[config.mk]
export PLATFORM = sky130hd
export DESIGN_NAME = mem_port_arbiter
export DESIGN_NICKNAME = d
export VERILOG_FILES = /design/src/rtl/mem_port_arbiter.sv
export SDC_FILE = /design/constraint.sdc
export NUM_CORES = 1
export LEC_CHECK = 0
export CAP_MARGIN = 25
export CORE_ASPECT_RATIO = 2
export CORE_UTILIZATION = 37
export DETAILED_ROUTE_END_ITERATION = 8
export GPL_ROUTABILITY_DRIVEN = 0
export GPL_TIMING_DRIVEN = 0
export PLACE_DENSITY_LB_ADDON = 0.2
export SLEW_MARGIN = 20
export SYNTH_ARGS = -nofsm -noshare
export SYNTH_HDL_FRONTEND = slang
export SYNTH_SLANG_ARGS = --single-unit
[constraint.sdc]
create_clock -name clk -period 5.4 [get_ports clk]
set_input_delay 1.35 -clock clk [delete_from_list [all_inputs] [get_ports clk]]
set_output_delay 1.35 -clock clk [all_outputs]
set_load 0.05 [all_outputs]
[src/rtl/mem_port_arbiter.sv]
// mem_port_arbiter
//   Shares one single-ported unified instruction/data memory between the
//   fetch port (if_*) and the data port (d_*). Each access runs through
//   IDLE -> ISSUE -> [WAIT] -> RESP. The requester receives a one-cycle done
//   pulse in RESP. The data port has priority. A streak counter lets fetch win
//   after STARVE_LIMIT consecutive data grants that were made while fetch was
//   waiting.
//
// Ports
//   clk, rst            : clock, asynchronous active-high reset
//   if_req/addr         : fetch request, held until if_done_o
//   if_rdata/done       : fetched word (held) and completion pulse
//   d_req/we/size/addr/wdata : data request, held until d_done_o
//   d_rdata/done        : load data (held) and completion pulse
//   mem_*               : memory side; mem_rdata_i is valid LATENCY cycles
//                         after the mem_en_o cycle
//   busy_o              : FSM not in IDLE
//   if/d_wait_cnt_o     : wait-cycle counters. They are present only when the
//                         macro MEM_PORT_ARBITER_PERF_EN is defined. Otherwise
//                         both read as 0.
module mem_port_arbiter #(
  parameter int ADDRESS_WIDTH = 32,
  parameter int DATA_WIDTH    = 32,
  parameter int LATENCY       = 2,
  parameter int STARVE_LIMIT  = 4
) (
  input  logic                     clk,
  input  logic                     rst,
  input  logic                     if_req_i,
  input  logic [ADDRESS_WIDTH-1:0] if_addr_i,
  output logic [DATA_WIDTH-1:0]    if_rdata_o,
  output logic                     if_done_o,
  input  logic                     d_req_i,
  input  logic                     d_we_i,
  input  logic [1:0]               d_size_i,
  input  logic [ADDRESS_WIDTH-1:0] d_addr_i,
  input  logic [DATA_WIDTH-1:0]    d_wdata_i,
  output logic [DATA_WIDTH-1:0]    d_rdata_o,
  output logic                     d_done_o,
  output logic                     mem_en_o,
  output logic                     mem_we_o,
  output logic [1:0]               mem_size_o,
  output logic [ADDRESS_WIDTH-1:0] mem_addr_o,
  output logic [DATA_WIDTH-1:0]    mem_wdata_o,
  input  logic [DATA_WIDTH-1:0]    mem_rdata_i,
  output logic                     busy_o,
  output logic [15:0]              if_wait_cnt_o,
  output logic [15:0]              d_wait_cnt_o
);

  typedef enum logic [1:0] {IDLE, ISSUE, WAIT, RESP} state_t;

  state_t state, state_nx;

  logic [ADDRESS_WIDTH-1:0] lat_addr;
  logic [DATA_WIDTH-1:0]    lat_wdata;
  logic [1:0]               lat_size;
  logic                     lat_we;
  logic                     lat_d;      // 1 = data port owns the access
  logic [3:0]               streak;
  logic [3:0]               lat_cnt;
  logic                     any_req;
  logic                     grant_d;

  assign any_req = if_req_i | d_req_i;
  // Fetch wins only on a tie once the streak has reached the limit.
  assign grant_d = d_req_i & (~if_req_i | (streak != 4'(STARVE_LIMIT)));

  // State register
  always_ff @(posedge clk or posedge rst) begin
    if (rst) state <= IDLE;
    else     state <= state_nx;
  end

  // Next-state logic
  always_comb begin
    state_nx = state;
    case (state)
      IDLE:    if (any_req) state_nx = ISSUE;
      ISSUE:   state_nx = lat_we ? RESP : WAIT;
      WAIT:    if (lat_cnt == 4'd0) state_nx = RESP;
      RESP:    state_nx = IDLE;
      default: state_nx = IDLE;
    endcase
  end

  // Outputs. The mem_* address, size and wdata come straight from the latched
  // fields, so they hold their values between accesses.
  always_comb begin
    mem_en_o  = (state == ISSUE);
    mem_we_o  = (state == ISSUE) & lat_we;
    if_done_o = (state == RESP) & ~lat_d;
    d_done_o  = (state == RESP) & lat_d;
    busy_o    = (state != IDLE);
  end

  assign mem_addr_o  = lat_addr;
  assign mem_size_o  = lat_size;
  assign mem_wdata_o = lat_wdata;

  // Request latch, streak counter, latency counter and read-data capture
  always_ff @(posedge clk or posedge rst) begin
    if (rst) begin
      lat_addr   <= '0;
      lat_wdata  <= '0;
      lat_size   <= '0;
      lat_we     <= 1'b0;
      lat_d      <= 1'b0;
      streak     <= '0;
      lat_cnt    <= '0;
      if_rdata_o <= '0;
      d_rdata_o  <= '0;
    end else begin
      case (state)
        IDLE: if (any_req) begin
          lat_d <= grant_d;
          if (grant_d) begin
            lat_addr  <= d_addr_i;
            lat_wdata <= d_wdata_i;
            lat_size  <= d_size_i;
            lat_we    <= d_we_i;
            streak    <= if_req_i ? streak + 4'd1 : 4'd0;
          end else begin
            // Fetch is always a word read.
            lat_addr  <= if_addr_i;
            lat_wdata <= '0;
            lat_size  <= 2'b10;
            lat_we    <= 1'b0;
            streak    <= 4'd0;
          end
        end
        ISSUE: lat_cnt <= 4'(LATENCY - 1);
        WAIT: begin
          if (lat_cnt != 4'd0) lat_cnt <= lat_cnt - 4'd1;
          else if (lat_d)      d_rdata_o  <= mem_rdata_i;
          else                 if_rdata_o <= mem_rdata_i;
        end
        default: ;
      endcase
    end
  end

`ifdef MEM_PORT_ARBITER_PERF_EN
  logic [15:0] if_wait_cnt, d_wait_cnt;

  always_ff @(posedge clk or posedge rst) begin
    if (rst) begin
      if_wait_cnt <= '0;
      d_wait_cnt  <= '0;
    end else begin
      if (if_req_i && !if_done_o && if_wait_cnt != 16'hFFFF) if_wait_cnt <= if_wait_cnt + 16'd1;
      if (d_req_i && !d_done_o && d_wait_cnt != 16'hFFFF)    d_wait_cnt  <= d_wait_cnt + 16'd1;
    end
  end

  assign if_wait_cnt_o = if_wait_cnt;
  assign d_wait_cnt_o  = d_wait_cnt;
`else
  assign if_wait_cnt_o = 16'd0;
  assign d_wait_cnt_o  = 16'd0;
`endif

endmodule
==> summary.md, run 1 <==
| Metric | Value |
|---|---|
| Antenna violations before repair | `0` |
| Die width | `92.93 um` |
| ANT cells | `0` |
| # nets final | `between 900 and 1000` |
| PwrDens | `between 700 and 800 nW/um^2` |
| Initial Util | `between 30% and 40%` |
| Pleak | `~4.2 nW` |
| Grt ovf | `0` |
| CTS H-tree lvls | `4` |
| Via Count | `5142` |
| Sink Count | `142` |
| Die Height | `approximately 180 um` |
| Peak supply drop | `0.3275 mV` |
| Post-synthesis sequential area ratio | `between 50% and 60%` |
| Routed len/inst | `16.85 um` |
| Yosys Warn Count | `0` |
| Most frequent cells in the layout | `267 x clkdlybuf4s50_1, 142 x dfrtp_1, 68 x nand2_1` |
| Period utilisation layout | `approximately three quarters` |
| Slew Viols, Final | `0` |
| Mapped Area | `just over 6000 sq um` |
| Synth Area per Inst | `between 10 and 15 sq um` |
| HPWL Detailed | `roughly 14 mm` |
| Vias/cell | `around 5.0` |
| Most common cell after layout, fill and taps aside | `clkdlybuf4s50_1` |
| Register clock-pin slew on the reported worst setup and hold paths | `~0.06 ns` |
| WL final | `17.46 mm` |
| Gr usage total | `a little over a fifth` |
| Fmax | `approximately 0.24 GHz` |
| Pre-CTS setup slack | `between 1.5 and 2 ns` |
| Area delta synth->final | `59.37%` |
| Worst Hold Class | `reg2reg` |
| CP Class | `reg2out` |
| Final Skew | `0.005616 ns` |
| PortBufs | `267` |
| Num CTS Buffers | `17` |
| Final count of hold timing violations | `0` |
| Final core occ | `about three fifths` |
| Largest net degree at the start of global routing | `83` |
| Postcts setup bufs | `0` |
| Worst Tran Pin Value | `about 0.70 ns` |
| DRC | `0` |
| Core ar. | `around 16000 sq um` |
| Wire length of the first global-routing pass | `approximately 28 mm` |
| Status | `completed` |
| Row cnt | `66` |
| Worst Slack Setup Final | `between 1 and 1.5 ns` |
| Placed insts | `1004` |
| DRT antenna net count | `0` |
| Non-filler cells, final | `between 1000 and 1500` |
| Ports | `about 300` |
| # Max-Cap Violations | `0` |
| CP required | `around 4.1 ns` |
| Nature of the critical path endpoint | `output port` |
| Die Area | `about 17000 sq um` |
| 1st-iter DRT viols | `between 150 and 200` |
| Vias in the first global route | `5497` |
| Distinct cells, synth | `37` |
| Clk_lat worst skew | `a little over 0.4 ns` |
| Minimum clock period | `about 4 ns` |
| Clk Tree Root Cell | `clkbuf_16` |
| Setup crit start kind | `register` |
| CTS tree | `built` |
| Router iterations before antenna repair | `4` |
| CTS max path bufs | `2` |
| # setup viols final | `0` |
| Share of cells above drive strength 1 | `16.47%` |
| Fin Hold WS | `0.4954 ns` |
| Seq cells post-synth | `~140` |
| RSZ-0062 raised after global routing | `no` |
| CTS Hold Bufs | `0` |
| Relative max-transition margin | `between 50 and 60%` |
| Post-CTS Resized | `0` |
| Critical path arrival | `between 2 and 3 ns` |
| Post-Synthesis Cells | `around 500` |
| Crit-path max FO | `10` |
[stage by stage]
stage / area (sq um) / TNS [ns] / total power, mW
after floorplan: 6235 / 0 / 4.487
after global placement: 9163 / -219.12 / 5.800
after detailed placement: 9198 / 0 / 5.899
after CTS: 9751 / 0 / 7.012
after global routing: 9751 / 0 / 7.267
final: 9751 / 0 / 6.946
[registers in the layout, indices dropped and copies added, names as in the netlist]
signal,cells
d_rdata_o,32
if_rdata_o,32
lat_cnt,4
lat_d,1
lat_we,1
mem_addr_o,32
mem_size_o,2
mem_wdata_o,32
state,2
streak,4
[cell usage after synthesis (all sizes together)]
cell type,count,area [sq um]
nand4,33,206.5
a2bb2oi,1,8.760
clkbuf,33,123.9
dfrtp,142,3553
nand3,2,10.01
nand2,68,255.2
xnor2,2,17.52
o32ai,1,8.760
or3b,1,8.760
nor2,4,15.01
nand2b,1,6.260
o21a,1,7.510
a21o,1,7.510
nand4b,1,8.760
o21ai,1,5.000
conb,1,3.750
nor3b,2,26.28
a22o,34,297.8
a31o,1,8.760
inv,10,37.54
a21oi,2,10.01
mux2,66,743.2
nor2b,1,6.260
xor2,1,8.760
nor3,2,10.01
a211oi,1,7.510
and2,3,18.77
and3,1,6.260
a32o,3,30.03
o211ai,32,240.2
buf,38,287.8
ha,9,112.6
mux2i,2,20.02
[layout make-up]
class / instances / area, sq um
Multi-Input combinational cell: 309 / 2232
Timing Repair Buffer: 268 / 2700
Clock inverter: 11 / 92.59
Sequential cell: 142 / 3553
Inverter: 10 / 45.04
Clock buffer: 21 / 460.4
Tap cell: 204 / 255.2
Buffer: 71 / 411.6
Fill cell: 1353 / 6435
[logic make-up (layout without fill, tap and decap cells)]
group | count (synthesis) | after routing | share of synthesized area, %
flops | 142 | 142 | 58.08
simple gates | 119 | 119 | 9.448
buf+inv | 81 | 381 | 7.342
compound gates | 78 | 78 | 10.33
mux | 68 | 68 | 12.47
fa+ha+maj | 9 | 9 | 1.841
xor+xnor | 3 | 3 | 0.4295
other cells | 1 | 32 | 0.06129
[worst max-delay path, stage by stage, from the launching register on]
cell,delay (ns)
dfrtp_1,0.42
inv_1,0.14
ha_1,0.16
clkbuf_1,0.35
clkbuf_1,0.48
inv_1,0.09
clkdlybuf4s50_1,0.71
[path summary, 6_finish.rpt]
check,cells past startpoint,slack (ns),to,startpoint
setup / recovery,6,1.29,busy_o,state[0]$_DFFE_PP0P_
hold / removal,2,0.50,mem_addr_o[21]$_DFFE_PP0P_,mem_addr_o[21]$_DFFE_PP0P_
setup reg to reg,8,3.08,mem_addr_o[12]$_DFFE_PP0P_,state[0]$_DFFE_PP0P_
hold reg to reg,2,0.50,mem_addr_o[21]$_DFFE_PP0P_,mem_addr_o[21]$_DFFE_PP0P_
max in group asynchronous,3,3.30,if_rdata_o[3]$_DFFE_PP0P_,rst
min in group asynchronous,2,1.36,mem_wdata_o[9]$_DFFE_PP0P_,rst
[power by group]
group          switching (mW)  internal, mW
combinational            2.58          1.42
clock                   0.435         0.653
sequential              0.285          1.58
total                    3.30          3.65
[layer usage]
layer	GRT usage (%)	vias to the layer above	wire length (um)
met1	19.92	2531	5760
met5	0	-	0
met4	9.600	0	510
met2	40.06	221	10070
li1	-	2360	-
met3	5.418	30	1116
Power figures use the tool's default switching activity.
==> run 2: changes to the inputs <==
CORE_UTILIZATION = 41   (was 37)
clock period = 3.82 ns   (was 5.4 ns; I/O delays follow)
==> run 2 against run 1 <==
Net effect: wire length increased by 4.5%; worst setup slack worse by 1.1 ns; via count up 0.60%; die area fell by 9.6%; final area up 0.89%; register-to-register slack lost 1.5 ns; clock power increased by 54%; critical path depth unchanged; critical endpoint unchanged; largest power group unchanged.
==> summary.md, run 2 (same netlist as run 1, synthesis figures left out) <==
| Metric | Value |
|---|---|
| Status | `completed` |
| Most frequent cells in the layout | `267 x clkdlybuf4s50_1, 142 x dfrtp_1, 68 x nand2_1` |
| Die Height | `174.8 um (-4.9%)` |
| Die Area | `15450 sq um (-9.6%)` |
| Largest net degree at the start of global routing | `36 (-57%)` |
| PortBufs | `267 (unchanged)` |
| Initial Util | `42.40% (+4.6 points)` |
| Final Skew | `0.007365 ns (+0.001749 ns)` |
| Non-filler cells, final | `1027 (-0.87%)` |
| Setup crit start | `state[0]$_DFFE_PP0P_` |
| Router iterations before antenna repair | `4 (unchanged)` |
| Minimum clock period | `~3.6 ns` |
| CP Class | `reg2out` |
| Worst Hold Class | `reg2reg` |
| Post-CTS Resized | `0 (unchanged)` |
| Total power | `9.995 mW (+44%)` |
| WL final | `18.25 mm (+4.5%)` |
| Fmax | `0.2760 GHz` |
| Routed len/inst | `17.77 um (+5.4%)` |
| CTS H-tree lvls | `4 (unchanged)` |
| Crit-path max FO | `10 (unchanged)` |
| CTS tree | `built` |
| Postcts setup bufs | `0 (unchanged)` |
| Row cnt | `62 (-6.1%)` |
| Worst Slack Setup Final | `0.1963 ns (-1.097 ns)` |
| Placed insts | `995 (-0.90%)` |
| Register clock-pin slew on the reported worst setup and hold paths | `0.06 ns (about the same)` |
| Clk_lat worst skew | `0.41 ns (about the same)` |
| Grt met3 use | `5.149% (-0.27 points)` |
| Vias/cell | `5.037 (+1.5%)` |
| DRC | `0 (unchanged)` |
| Final count of hold timing violations | `0 (unchanged)` |
| Clk Tree Root Cell | `clkbuf_16` |
| DRT antenna net count | `0 (unchanged)` |
| Area delta synth->final | `60.78%` |
| CTS max path bufs | `2 (unchanged)` |
| # setup viols final | `0 (unchanged)` |
| # Max-Cap Violations | `0 (unchanged)` |
| Gr usage total | `24.38% (+3.6 points)` |
| Via Count | `5173 (+0.60%)` |
| GR Util met2 | `46.06% (+6.0 points)` |
| Sink Count | `142 (unchanged)` |
| Ports | `302 (unchanged)` |
| Die width | `88.38 um (-4.9%)` |
| GRT Max-Usage Layer | `met2` |
| Launching point of the worst reg2reg path | `state[0]$_DFFE_PP0P_` |
| CP required | `2.86 ns (-1.19 ns)` |
| # nets final | `966 (+0.31%)` |
| Fin Hold WS | `0.5034 ns (+0.007963 ns)` |
| Critical path arrival | `2.67 ns (-0.09 ns)` |
| HPWL Detailed | `14.48 mm (+5.9%)` |
| Most common cell after layout, fill and taps aside | `clkdlybuf4s50_1` |
| CTS Hold Bufs | `0 (unchanged)` |
| Grt ovf | `0 (unchanged)` |
| Peak supply drop | `0.4672 mV (+43%)` |
| Pre-CTS setup slack | `0.6476 ns (-1.045 ns)` |
| Period utilisation layout | `around 95%` |
| Wire length of the first global-routing pass | `28.53 mm (+3.7%)` |
| PwrDens | `1016 nW/um^2 (+43%)` |
| Worst Tran Pin Value | `0.7182 ns (+0.01684 ns)` |
| Vias in the first global route | `5569 (+1.3%)` |
| Num CTS Buffers | `17 (unchanged)` |
| Slew Viols, Final | `0 (unchanged)` |
| Relative max-transition margin | `51.80% (-1.1 points)` |
| Setup crit start kind | `register` |
| RSZ-0062 raised after global routing | `no` |
| Hold_sp | `if_rdata_o[15]$_DFFE_PP0P_` |
| ANT cells | `0 (unchanged)` |
| Core ar. | `14430 sq um (-11%)` |
| Nature of the critical path endpoint | `output port` |
| Pleak | `4.203 nW (+1.1%)` |
| FILL cells | `1148 (-15%)` |
| Share of cells above drive strength 1 | `17.01% (+0.54 points)` |
| 1st-iter DRT viols | `175 (+4.2%)` |
| Met1 usage | `23.71% (+3.8 points)` |
| Antenna violations before repair | `0 (unchanged)` |
## run 2: worst max-delay path, stage by stage, from the launching register on
cell and delay [ns]:
dfrtp_1 0.41, inv_1 0.14, ha_1 0.16, clkbuf_1 0.34, clkbuf_1 0.42, inv_1 0.08
clkdlybuf4s50_1 0.71
## run 2: final timing paths
check,endpoint,slack [ns],depth (start not counted)
max,busy_o,0.20,6
min,if_rdata_o[15]$_DFFE_PP0P_,0.50,1
min reg2reg,if_rdata_o[15]$_DFFE_PP0P_,0.50,1
max reg2reg,mem_addr_o[28]$_DFFE_PP0P_,1.54,8
max in group asynchronous,mem_addr_o[25]$_DFFE_PP0P_,1.67,6
min in group asynchronous,d_rdata_o[22]$_DFFE_PP0P_,0.92,2
## run 2: layout make-up
cell class / instances / area (sq um) / share of cell area (%)
multi-input cells: 309 / 2232 / 22.69
inverters: 10 / 41.29 / 0.4197
clock buffers: 17 / 425.4 / 4.325
well taps: 192 / 240.2 / 2.442
clock inverters: 15 / 180.2 / 1.832
flip-flops and latches: 142 / 3553 / 36.12
plain buffers: 71 / 411.6 / 4.185
repair buffers: 271 / 2753 / 27.98
## run 2: routing by layer
layer	vias up	wire [um]	share of wire, %
met5	-	0	0
met1	2545	5984	33
met2	207	10410	57
met3	48	1072	5.9
met4	0	781	4.3
li1	2373	-	-
## run 2: power by group
part | leakage (nW) | switching, mW | total [mW] | internal [mW]
Sequential | 1.72 | 0.407 | 2.63 | 2.23
Clock | 0.297 | 0.695 | 1.68 | 0.989
Combinational | 2.18 | 3.66 | 5.68 | 2.02
Total | 4.20 | 4.77 | 9.99 | 5.23
## run 2: stage by stage
stage	instance area, sq um	setup TNS (ns)	utilization [%]
floorplan	6238	0	-
global placement	9151	-6.938	63.42
detailed placement	9231	0	63.98
CTS	9837	0	68.18
global route	9837	0	68.18
finish	9837	0	68.18
